### config.mk
export PLATFORM = sky130hd
export DESIGN_NAME = camera_reg_arbiter
export DESIGN_NICKNAME = d
export VERILOG_FILES = /design/src/rtl/camera_reg_arbiter.sv
export SDC_FILE = /design/constraint.sdc
export NUM_CORES = 1
export LEC_CHECK = 0
export BUFFER_PORTS_ARGS = -buffer_cell sky130_fd_sc_hd__buf_2
export CORE_MARGIN = 2
export CORE_UTILIZATION = 30
export DETAILED_ROUTE_END_ITERATION = 12
export GPL_TIMING_DRIVEN = 1
export MAX_ROUTING_LAYER = met4
export PLACE_DENSITY = 0.63
export SLEW_MARGIN = 10
export SYNTH_ARGS = -nofsm -noshare
export SYNTH_HDL_FRONTEND = slang
export SYNTH_SLANG_ARGS = --single-unit
### constraint.sdc
create_clock -name clock -period 1.7 [get_ports clock]
set_input_delay 0.34 -clock clock [delete_from_list [all_inputs] [get_ports clock]]
set_output_delay 0.34 -clock clock [all_outputs]
set_load 0.1 [all_outputs]
### src/rtl/camera_reg_arbiter.sv
// rtl/camera_reg_arbiter.sv - two-port round-robin arbiter for the camera I2C register-write controller
module camera_reg_arbiter #(
   parameter logic [7:0] SLAVE_ADDR     = 8'hBA,
   parameter int         MAX_RETRY      = 3,
   parameter int         TIMEOUT_CYCLES = 4096
) (
   input  logic        clock,
   input  logic        reset_n,
   input  logic        req0_valid,
   input  logic [7:0]  req0_addr,
   input  logic [15:0] req0_data,
   output logic        req0_done,
   output logic        req0_error,
   input  logic        req1_valid,
   input  logic [7:0]  req1_addr,
   input  logic [15:0] req1_data,
   output logic        req1_done,
   output logic        req1_error,
   output logic [31:0] i2c_data,
   output logic        i2c_go,
   input  logic        i2c_end,
   input  logic        i2c_ack,
   output logic        busy,
   output logic        grant,
   output logic [7:0]  error_count
);

   localparam int RW = (MAX_RETRY < 1) ? 1 : $clog2(MAX_RETRY + 1);
   localparam logic [RW-1:0] RETRY_MAX = RW'(MAX_RETRY);
   localparam logic [15:0]   TO_LAST   = 16'(TIMEOUT_CYCLES - 1);

   typedef enum logic [1:0] {
      ST_IDLE     = 2'd0,
      ST_ISSUE    = 2'd1,
      ST_WAIT_LOW = 2'd2,
      ST_DONE     = 2'd3
   } state_t;

   state_t          r_state;
   state_t          w_state_next;
   logic            r_last_grant;
   logic            r_grant;
   logic            r_error;
   logic [RW-1:0]   r_retry;
   logic [15:0]     r_timeout;
   logic [31:0]     r_data;
   logic [7:0]      r_err_cnt;

   logic            w_accept;
   logic            w_pick;
   logic            w_retry;
   logic            w_fail;

   // Next-state decode: arbitration in IDLE, END/ACK/timeout resolution in ISSUE
   always_comb begin
      w_state_next = r_state;
      w_accept     = 1'b0;
      w_pick       = 1'b0;
      w_retry      = 1'b0;
      w_fail       = 1'b0;
      case (r_state)
         ST_IDLE: begin
            if (req0_valid && req1_valid) begin
               w_accept = 1'b1;
               w_pick   = ~r_last_grant;
            end else if (req0_valid) begin
               w_accept = 1'b1;
               w_pick   = 1'b0;
            end else if (req1_valid) begin
               w_accept = 1'b1;
               w_pick   = 1'b1;
            end
            if (w_accept) begin
               w_state_next = ST_ISSUE;
            end
         end
         ST_ISSUE: begin
            // END takes priority over a timeout landing in the same cycle
            if (i2c_end) begin
               if (!i2c_ack) begin
                  w_state_next = ST_DONE;
               end else if (r_retry != RETRY_MAX) begin
                  w_retry      = 1'b1;
                  w_state_next = ST_WAIT_LOW;
               end else begin
                  w_fail       = 1'b1;
                  w_state_next = ST_DONE;
               end
            end else if (r_timeout == TO_LAST) begin
               w_fail       = 1'b1;
               w_state_next = ST_DONE;
            end
         end
         ST_WAIT_LOW: begin
            if (!i2c_end) begin
               w_state_next = ST_ISSUE;
            end
         end
         ST_DONE: begin
            w_state_next = ST_IDLE;
         end
         default: begin
            w_state_next = ST_IDLE;
         end
      endcase
   end

   // State register; reset returns to IDLE so GO drops without waiting for a clock
   always_ff @(posedge clock or negedge reset_n) begin
      if (!reset_n) begin
         r_state <= ST_IDLE;
      end else begin
         r_state <= w_state_next;
      end
   end

   // Transaction datapath: latched frame, owner, retry/timeout counters, error tally
   always_ff @(posedge clock or negedge reset_n) begin
      if (!reset_n) begin
         r_last_grant <= 1'b1;
         r_grant      <= 1'b0;
         r_error      <= 1'b0;
         r_retry      <= '0;
         r_timeout    <= '0;
         r_data       <= '0;
         r_err_cnt    <= '0;
      end else begin
         if (w_accept) begin
            r_data    <= w_pick ? {SLAVE_ADDR, req1_addr, req1_data}
                                : {SLAVE_ADDR, req0_addr, req0_data};
            r_grant   <= w_pick;
            r_retry   <= '0;
            r_timeout <= '0;
            r_error   <= 1'b0;
         end
         if (r_state == ST_ISSUE) begin
            r_timeout <= r_timeout + 16'd1;
         end
         if (w_retry) begin
            r_retry <= r_retry + RW'(1);
         end
         if (w_fail) begin
            r_error <= 1'b1;
         end
         if ((r_state == ST_WAIT_LOW) && !i2c_end) begin
            r_timeout <= '0;
         end
         if (r_state == ST_DONE) begin
            r_last_grant <= r_grant;
            if (r_error && (r_err_cnt != 8'hFF)) begin
               r_err_cnt <= r_err_cnt + 8'd1;
            end
         end
      end
   end

   assign i2c_go      = (r_state == ST_ISSUE);
   assign busy        = (r_state != ST_IDLE);
   assign req0_done   = (r_state == ST_DONE) && !r_grant;
   assign req1_done   = (r_state == ST_DONE) &&  r_grant;
   assign req0_error  = req0_done && r_error;
   assign req1_error  = req1_done && r_error;
   assign i2c_data    = r_data;
   assign grant       = r_grant;
   assign error_count = r_err_cnt;

endmodule

==> results of run 1 <==
## worst register-to-register path, cell delays in order, from the launching register on
cell and delay [ns]:
sky130_fd_sc_hd__dfrtp_1 0.38, sky130_fd_sc_hd__ha_1 0.20, sky130_fd_sc_hd__and3_1 0.25, sky130_fd_sc_hd__nand4_2 0.22, sky130_fd_sc_hd__or3_1 0.39, sky130_fd_sc_hd__a21oi_1 0.15
## per-layer routing
metal  wire length [µm]  share of wire [%]  global-route usage, %
met3                406                6.3                   2.74
met1               2770                 43                   16.5
met5                  0                  0                      -
met2               3150                 49                   22.5
met4                 83                1.3                   3.69
## layout by cell type (no fill, tap or decap), types with 10 or more instances in the layout
| cell type | n |
|---|---|
| sky130_fd_sc_hd__a21oi_1 | 13 |
| sky130_fd_sc_hd__buf_2 | 91 |
| sky130_fd_sc_hd__buf_4 | 12 |
| sky130_fd_sc_hd__dfrtp_1 | 43 |
| sky130_fd_sc_hd__dfrtp_2 | 10 |
| sky130_fd_sc_hd__mux2i_1 | 27 |
| sky130_fd_sc_hd__nand2_1 | 41 |
| sky130_fd_sc_hd__nand3_1 | 10 |
| sky130_fd_sc_hd__nor2_1 | 10 |
| sky130_fd_sc_hd__o21ai_0 | 44 |
## report_power, final
group	leakage, nW	switching [W]	internal, W
sequential	0.706	0.000304	0.00175
combinational	1.11	0.00350	0.000949
clock	0.0452	0.000459	0.000302
total	1.86	0.00426	0.00301
## flip-flops by register name (all words and copies together) (netlist names)
register and cells:
r_last_grant 1, r_timeout 16, r_error 1, r_retry 2
grant 1, i2c_data 25, r_state 2, error_count 8
## kinds of logic (layout without fill, tap and decap cells)
family / Yosys count / in the layout / synth area share, %
adder cells (fa/ha/maj): 3 / 3 / 1.37
buffers and inverters: 21 / 125 / 4.10
multiplexers: 31 / 31 / 11.5
flip-flops: 56 / 56 / 51.0
AO/OA/AOI/OAI: 66 / 66 / 12.8
AND/OR/NAND/NOR: 102 / 102 / 18.5
XOR/XNOR: 2 / 2 / 0.637
other: 1 / 3 / 0.136
## per-stage QoR
step                power (W)  hold slack, ns  area [µm²]  cells  utilization (%)
global placement      0.00644           0.319        3530    485             40.1
finish                0.00727           0.304        3670    496             41.7
floorplan             0.00550          0.0444        2790    284                -
CTS                   0.00731           0.298        3650    496             41.4
detailed placement    0.00649           0.313        3530    485             40.1
global route          0.00765           0.309        3670    496             41.7
## area by class of cell
class | instances | area [µm²] | area share (%)
clock inverter | 3 | 25.0 | 0.682
clock buffer | 5 | 68.8 | 1.87
inverter | 5 | 23.8 | 0.648
sequential | 56 | 1420 | 38.8
multi-input combinational | 207 | 1280 | 34.9
tap | 108 | 135 | 3.68
timing repair buffer | 112 | 716 | 19.5
## worst paths after layout
path                                   to          start  slack (ns)
setup reg to reg            r_timeout[10]   r_timeout[1]        0.03
setup / recovery               req0_error     r_state[0]      -0.005
max in group asynchronous  error_count[5]        reset_n        0.68
hold reg to reg              i2c_data[22]   i2c_data[22]        0.48
min in group asynchronous     i2c_data[5]        reset_n        0.50
hold / removal               i2c_data[10]  req1_data[10]        0.30
## synthesized netlist by cell type
master,instances
sky130_fd_sc_hd__nand4_2,1
sky130_fd_sc_hd__xnor2_1,2
sky130_fd_sc_hd__a22o_1,1
sky130_fd_sc_hd__a221o_1,1
sky130_fd_sc_hd__nand3_1,10
sky130_fd_sc_hd__nand2_1,42
sky130_fd_sc_hd__and3_1,5
sky130_fd_sc_hd__nand4_1,7
sky130_fd_sc_hd__dfstp_2,1
sky130_fd_sc_hd__and4_1,2
sky130_fd_sc_hd__inv_1,4
sky130_fd_sc_hd__or2_2,2
sky130_fd_sc_hd__nor2b_1,1
sky130_fd_sc_hd__conb_1,1
sky130_fd_sc_hd__buf_4,8
sky130_fd_sc_hd__a21o_1,1
sky130_fd_sc_hd__nand2b_1,2
sky130_fd_sc_hd__buf_2,3
sky130_fd_sc_hd__nor2_1,13
sky130_fd_sc_hd__or3_1,7
sky130_fd_sc_hd__o21ai_2,1
sky130_fd_sc_hd__inv_2,1
sky130_fd_sc_hd__nand3_2,1
sky130_fd_sc_hd__a31oi_1,1
sky130_fd_sc_hd__mux2i_1,27
sky130_fd_sc_hd__dfrtp_1,55
sky130_fd_sc_hd__o31ai_1,2
sky130_fd_sc_hd__o21ai_0,45
sky130_fd_sc_hd__or4_4,1
sky130_fd_sc_hd__or4_1,2
sky130_fd_sc_hd__a21oi_1,13
sky130_fd_sc_hd__nor3_1,2
sky130_fd_sc_hd__ha_1,3
sky130_fd_sc_hd__o21ai_1,1
sky130_fd_sc_hd__clkbuf_1,5
sky130_fd_sc_hd__nor2_2,1
sky130_fd_sc_hd__nor4_1,1
sky130_fd_sc_hd__mux2_2,4
sky130_fd_sc_hd__and2_1,2
## what timing repair did
item,4_1_cts,5_1_grt
hold buffers,1,0
endpoints found under the hold margin,14,0
resized for setup,4,8
buffers inserted,2,0
endpoints found under the setup margin,10,16
==> summary.md, run 1 <==
| Metric | Value |
|---|---|
| Status | `complete, but fails checks` |
| Failing checks | `negative setup slack` |
| Worst Path Required | `~1.4 ns` |
| Largest net degree at the start of global routing | `38` |
| Post-route ant nets | `0` |
| Routability congestion estimate | `0.767` |
| Worst setup slack after placement | `-0.00224 ns` |
| Static Leak | `about 1.9 nW` |
| Post-Syn Area | `around 0.0027 mm²` |
| Final critical delay including setup and external delays | `approximately 1.7 ns` |
| Post-synth cell types | `39` |
| Slew Viols, Final | `0` |
| Fmax achieved | `a little under 600 MHz` |
| Total vias in the final route | `between 2000 and 2500` |
| Maximum count of clock buffers along a single path | `2` |
| Area enclosed by the die boundary | `0.00995 mm²` |
| Depth of the most critical reg-to-reg path | `5` |
| Crit path cell chain | `nand3_1 -> buf_4 -> nor2_4 -> buf_12` |
| Clock Skew | `between 0.01 and 0.015 ns` |
| Clock tree from TritonCTS | `done` |
| Starting DRC count in detailed routing | `just under 80` |
| Path class of the lowest-slack min-delay path | `input port to flop` |
| Root cell of the clock tree | `sky130_fd_sc_hd__clkbuf_8` |
| Clock Pin Slew Worst Setup and Hold Paths | `0.11 ns` |
| DIE WIDTH | `around 100 µm` |
| DRC violation count after routing | `0` |
| Global-route wire length before repair | `around 11 mm` |
| Highest cell delay on the worst timing path | `about 0.48 ns` |
| Synthesized area per cell | `roughly 10 µm²` |
| Site Rows | `34` |
| Proportion of synthesized chip area in sequential cells | `between 50% and 60%` |
| Worst path slowest cell | `sky130_fd_sc_hd__dfrtp_2` |
| Final count of negative-setup-slack endpoints | `1` |
| Antenna violations before repair | `0` |
| Filler Cells Inserted | `~850` |
| Yosys reg bits | `56` |
| Number of antenna cells inserted | `0` |
| Final period util | `100%` |
| Area leader, netlist | `sky130_fd_sc_hd__dfrtp_1` |
| Later-pin clock latency in the skew report | `roughly 0.31 ns` |
| Arrival time at the worst endpoint | `about 1.4 ns` |
| Gate count of the mapped netlist | `282` |
| Classification of the worst setup path | `flop to output port` |
| Power per unit of standard cell area | `1980 mW/mm²` |
| Crit. path cell count | `4` |
| Overflow after GRT | `0` |
| Fin worst setup slack | `-0.00547 ns` |
| Syn-to-layout area delta | `33.5%` |
| Setup TNS | `-0.00547 ns` |
| Worst supply voltage drop on vdd | `approximately 1.3 mV` |
| Synth warn | `0` |
| Capturing element type of the critical path | `output port` |
| Depth of the CTS H-tree | `2` |
| Detailed Place HPWL | `4.98 mm` |
| Top cell family by delay on the critical path | `flip-flops` |
| Average wire per cell in the routed design | `around 13 µm` |
| CP Buf/Inv Count | `2` |
| Number of buffers added on ports | `97` |
| Initial Util | `a little under a third` |
| Total of max-cap violations | `0` |
| Via count of the first global-routing pass | `between 2000 and 2500` |
| Total iterations of the first detailed-routing run | `4` |
| Via-to-Cell Ratio | `4.83` |
| Vert. Die Dim | `99.7 µm` |
| Synth top area cells | `sky130_fd_sc_hd__dfrtp_1, sky130_fd_sc_hd__mux2i_1, sky130_fd_sc_hd__o21ai_0, sky130_fd_sc_hd__nand2_1, sky130_fd_sc_hd__a21oi_1` |
| Worst hold path stage count | `3` |
| Number of CTS-inserted buffers | `5` |
| Share of layout cells above drive strength 1 | `39.4%` |
| Clock sinks | `56` |
| Setup repair after global routing missed its margin | `yes` |
| Kind of start point of the critical path | `flop` |
| Total I/O pin count | `101` |
| Final #Nets | `~440` |
| Area of the core | `around 0.0088 mm²` |
| Overall fraction of global-route tracks in use | `13.4%` |
| Top cell type's share of synthesized area | `around half` |
| Total wirelength of the detailed-routed design | `6.40 mm` |
| Number of hold violations in the final report | `0` |
| Crit path max fanout | `9` |
(Power assumes the default switching activity.)
==> run 2: changes to the inputs <==
--- a/config.mk
+++ b/config.mk
@@ -6,12 +6,14 @@
 export NUM_CORES = 1
 export LEC_CHECK = 0
 export BUFFER_PORTS_ARGS = -buffer_cell sky130_fd_sc_hd__buf_2
+export CELL_PAD_IN_SITES_DETAIL_PLACEMENT = 1
+export CELL_PAD_IN_SITES_GLOBAL_PLACEMENT = 2
 export CORE_MARGIN = 2
-export CORE_UTILIZATION = 30
+export CORE_UTILIZATION = 29
 export DETAILED_ROUTE_END_ITERATION = 12
 export GPL_TIMING_DRIVEN = 1
 export MAX_ROUTING_LAYER = met4
-export PLACE_DENSITY = 0.63
+export PLACE_DENSITY = 0.9
 export SLEW_MARGIN = 10
 export SYNTH_ARGS = -nofsm -noshare
 export SYNTH_HDL_FRONTEND = slang
==> run 2 against run 1 <==
The run ends with negative hold slack, negative setup slack left. Routed wire length is 23% higher. Register-to-register slack worse by 0.08 ns. Hold slack worse by 0.31 ns. Worst setup slack worse by 0.045 ns. Global-route usage is 2.1 points higher. Cell count is 6.3% higher. Sequential share of layout area is 2.4 points lower. Combinational power is 8.8% higher. Die area is 3.3% higher. Non-clock buffer count is 9 higher. Largest power group unchanged. Clock-buffer cell count stayed put.
==> summary.md, run 2 (synthesized netlist as in run 1, its figures left out) <==
| Metric | Value |
|---|---|
| Most common cell after layout, fill and taps aside | `sky130_fd_sc_hd__buf_2 (unchanged)` |
| Hold_ws | `-0.00895 ns (was 0.304 ns)` |
| Root cell of the clock tree | `sky130_fd_sc_hd__clkbuf_8 (unchanged)` |
| Final #Nets | `454 (was 444)` |
| Worst Path Required | `1.89 ns (was 1.36 ns)` |
| Cell area after placement | `0.00360 mm² (was 0.00353 mm²)` |
| Clock tree from TritonCTS | `done (unchanged)` |
| Initial Util | `29.7% (was 31.2%)` |
| Clock Pin Slew Worst Setup and Hold Paths | `0.11 ns (about the same)` |
| Crit. path cell count | `6 (was 4)` |
| Clock sinks | `56 (unchanged)` |
| Vert. Die Dim | `101 µm (was 99.7 µm)` |
| Setup repair after global routing missed its margin | `yes (unchanged)` |
| Post-route ant nets | `0 (unchanged)` |
| Largest net degree at the start of global routing | `33 (was 38)` |
| Total iterations of the first detailed-routing run | `4 (unchanged)` |
| Final critical delay including setup and external delays | `1.75 ns (was 1.71 ns)` |
| Status | `complete, but fails checks (unchanged)` |
| Global-route wire length before repair | `12.4 mm (was 10.5 mm)` |
| Average wire per cell in the routed design | `14.9 µm (was 12.9 µm)` |
| Worst Tran Pin Value | `about 0.53 ns` |
| Starting DRC count in detailed routing | `73 (was 78)` |
| Crit path cell chain | `buf_4 -> or4_4 -> buf_12 -> nand3_4 -> or4_1 -> a21oi_1 (was nand3_1 -> buf_4 -> nor2_4 -> buf_12)` |
| Power per unit of standard cell area | `2000 mW/mm² (was 1980 mW/mm²)` |
| Kind of start point of the critical path | `flop (unchanged)` |
| Syn-to-layout area delta | `42.2% (was 33.5%)` |
| Total I/O pin count | `101 (unchanged)` |
| Critical Path Source | `r_state[1] (was r_state[0])` |
| Startpoint of the worst-slack reg-to-reg timing path | `r_state[1] (was r_timeout[1])` |
| Share of layout cells above drive strength 1 | `42.5% (was 39.4%)` |
| Number of cells in the design after placement | `508 (was 485)` |
| Depth of the most critical reg-to-reg path | `6 (was 5)` |
| Core Util, Final | `42.3% (was 41.7%)` |
| Flip-flop count of the largest register, all copies and words added | `25 (unchanged)` |
| Area of the core | `0.00924 mm² (was 0.00881 mm²)` |
| Number of hold violations in the final report | `11 (was 0)` |
| Reported net switching power | `0.00448 W (was 0.00426 W)` |
| Filler-free cell count of the finished design | `527 (was 496)` |
| Via count of the first global-routing pass | `2585 (was 2289)` |
| Path class of the lowest-slack min-delay path | `input port to asynchronous set/reset pin (was input port to flop)` |
| Number of antenna cells inserted | `0 (unchanged)` |
| Post-route design area | `0.00391 mm² (was 0.00367 mm²)` |
| Worst supply voltage drop on vdd | `0.860 mV (was 1.29 mV)` |
| Switching part of the total | `57.4% (was 58.7%)` |
| Slew Viols, Final | `0 (unchanged)` |
| Detailed Place HPWL | `5.68 mm (was 4.98 mm)` |
| Later-pin clock latency in the skew report | `0.31 ns (about the same)` |
| Fmax achieved | `571 MHz (was 586 MHz)` |
| Failing checks | `negative hold slack, negative setup slack (was negative setup slack)` |
| Fraction of power consumed by the clock network | `11.8% (was 10.5%)` |
| Minimum setup slack among reg-to-reg paths | `-0.05 ns (was 0.03 ns)` |
| Worst path slowest cell | `sky130_fd_sc_hd__or4_4 (was sky130_fd_sc_hd__dfrtp_2)` |
| Max-slew headroom at the worst pin | `between 60% and 70%` |
| Overall fraction of global-route tracks in use | `15.4% (was 13.4%)` |
| Antenna violations before repair | `0 (unchanged)` |
| Final count of negative-setup-slack endpoints | `12 (was 1)` |
| Via-to-Cell Ratio | `4.76 (was 4.83)` |
| Depth of the CTS H-tree | `2 (unchanged)` |
| DRC violation count after routing | `0 (unchanged)` |
| Cell internal power dissipation | `0.00332 W (was 0.00301 W)` |
| Number of CTS-inserted buffers | `5 (unchanged)` |
| Total of max-cap violations | `0 (unchanged)` |
| Crit path max fanout | `5 (was 9)` |
| Total vias in the final route | `2508 (was 2396)` |
| Total wirelength of the detailed-routed design | `7.87 mm (was 6.40 mm)` |
| Final period util | `103% (was 100%)` |
| CP Buf/Inv Count | `2 (unchanged)` |
| Reg power frac | `26.1% (was 28.3%)` |
| Highest cell delay on the worst timing path | `0.57 ns (was 0.48 ns)` |
| Capturing element type of the critical path | `flop (was output port)` |
| Top cell family by delay on the critical path | `simple AND/OR/NAND/NOR gates (was flip-flops)` |
| Area enclosed by the die boundary | `0.0103 mm² (was 0.00995 mm²)` |
| Worst setup slack after placement | `0.0211 ns (was -0.00224 ns)` |
| Static Leak | `1.95 nW (was 1.86 nW)` |
| Commonest cells after routing, fill and taps aside | `sky130_fd_sc_hd__buf_2, sky130_fd_sc_hd__dfrtp_1, sky130_fd_sc_hd__nand2_1, sky130_fd_sc_hd__o21ai_0, sky130_fd_sc_hd__mux2i_1 (was sky130_fd_sc_hd__buf_2, sky130_fd_sc_hd__o21ai_0, sky130_fd_sc_hd__dfrtp_1, sky130_fd_sc_hd__nand2_1, sky130_fd_sc_hd__mux2i_1)` |
| Overflow after GRT | `0 (unchanged)` |
| Maximum count of clock buffers along a single path | `2 (unchanged)` |
| Number of buffers added on ports | `97 (unchanged)` |
| Classification of the worst setup path | `flop to flop (was flop to output port)` |
| Reg-to-reg endpoint | `r_timeout[7] (was r_timeout[10])` |
| Routability congestion estimate | `0.797 (was 0.767)` |
| End point of the critical path | `r_timeout[7] (was req0_error)` |
| Site Rows | `35 (was 34)` |
| Arrival time at the worst endpoint | `1.94 ns (was 1.37 ns)` |
| Part of the total power dissipated in combinational logic | `62.1% (was 61.2%)` |
| DIE WIDTH | `101 µm (was 99.7 µm)` |
| Filler Cells Inserted | `1087 (was 847)` |
| Fin worst setup slack | `-0.0506 ns (was -0.00547 ns)` |
| Clock Skew | `0.00845 ns (was 0.0109 ns)` |
## run 2: stage by stage
| stage | power, W | hold WS [ns] | setup TNS (ns) |
|---|---|---|---|
| 2_1_floorplan | 0.00550 | 0.0444 | 0 |
| 3_3_place_gp | 0.00652 | 0.337 | 0 |
| 3_5_place_dp | 0.00662 | 0.345 | 0 |
| 4_1_cts | 0.00765 | 0.00620 | -0.0899 |
| 5_1_grt | 0.00823 | 0.00308 | -1.00 |
| 6_report | 0.00780 | -0.00895 | -0.324 |
## run 2: how the worst min path moves through the flow
stage,start,endpoint,depth (start not counted)
CTS,reset_n,i2c_data[8],1
floorplan,reset_n,error_count[2],0
global placement,reset_n,i2c_data[13],1
detailed placement,reset_n,i2c_data[8],1
finish,reset_n,i2c_data[13],1
global route,reset_n,i2c_data[13],1
## run 2: power groups by stage
| stage | Combinational, W | Clock (W) | Sequential, W |
|---|---|---|---|
| floorplan | 0.00126 | 0 | 0.00424 |
| global placement | 0.00448 | 0 | 0.00204 |
| global route | 0.00512 | 0.00100 | 0.00211 |
| detailed placement | 0.00455 | 0 | 0.00207 |
| finish | 0.00484 | 0.000917 | 0.00204 |
| CTS | 0.00467 | 0.000943 | 0.00204 |
## run 2: cell type report
class | instances | area (µm²) | area share (%)
multi-input cells | 208 | 1360 | 34.8
well taps | 129 | 161 | 4.13
clock inverters | 3 | 46.3 | 1.18
clock buffers | 5 | 68.8 | 1.76
flip-flops and latches | 56 | 1420 | 36.4
inverters | 5 | 23.8 | 0.608
repair buffers | 121 | 826 | 21.1
## run 2: layer usage
metal | global-route usage, % | up-vias | routed length, µm
li1 | - | 1223 | -
met1 | 18.8 | 1199 | 3220
met2 | 25.9 | 78 | 4140
met3 | 3.31 | 8 | 368
met4 | 4.37 | 0 | 142
met5 | - | - | 0
## run 2: repair_timing
item / 4_1_cts / 5_1_grt
gates cloned: 0 / 1
pin swaps: 0 / 12
buffers inserted: 5 / 7
hold buffers: 0 / 0
resized for setup: 9 / 19
endpoints found under the setup margin: 5 / 19
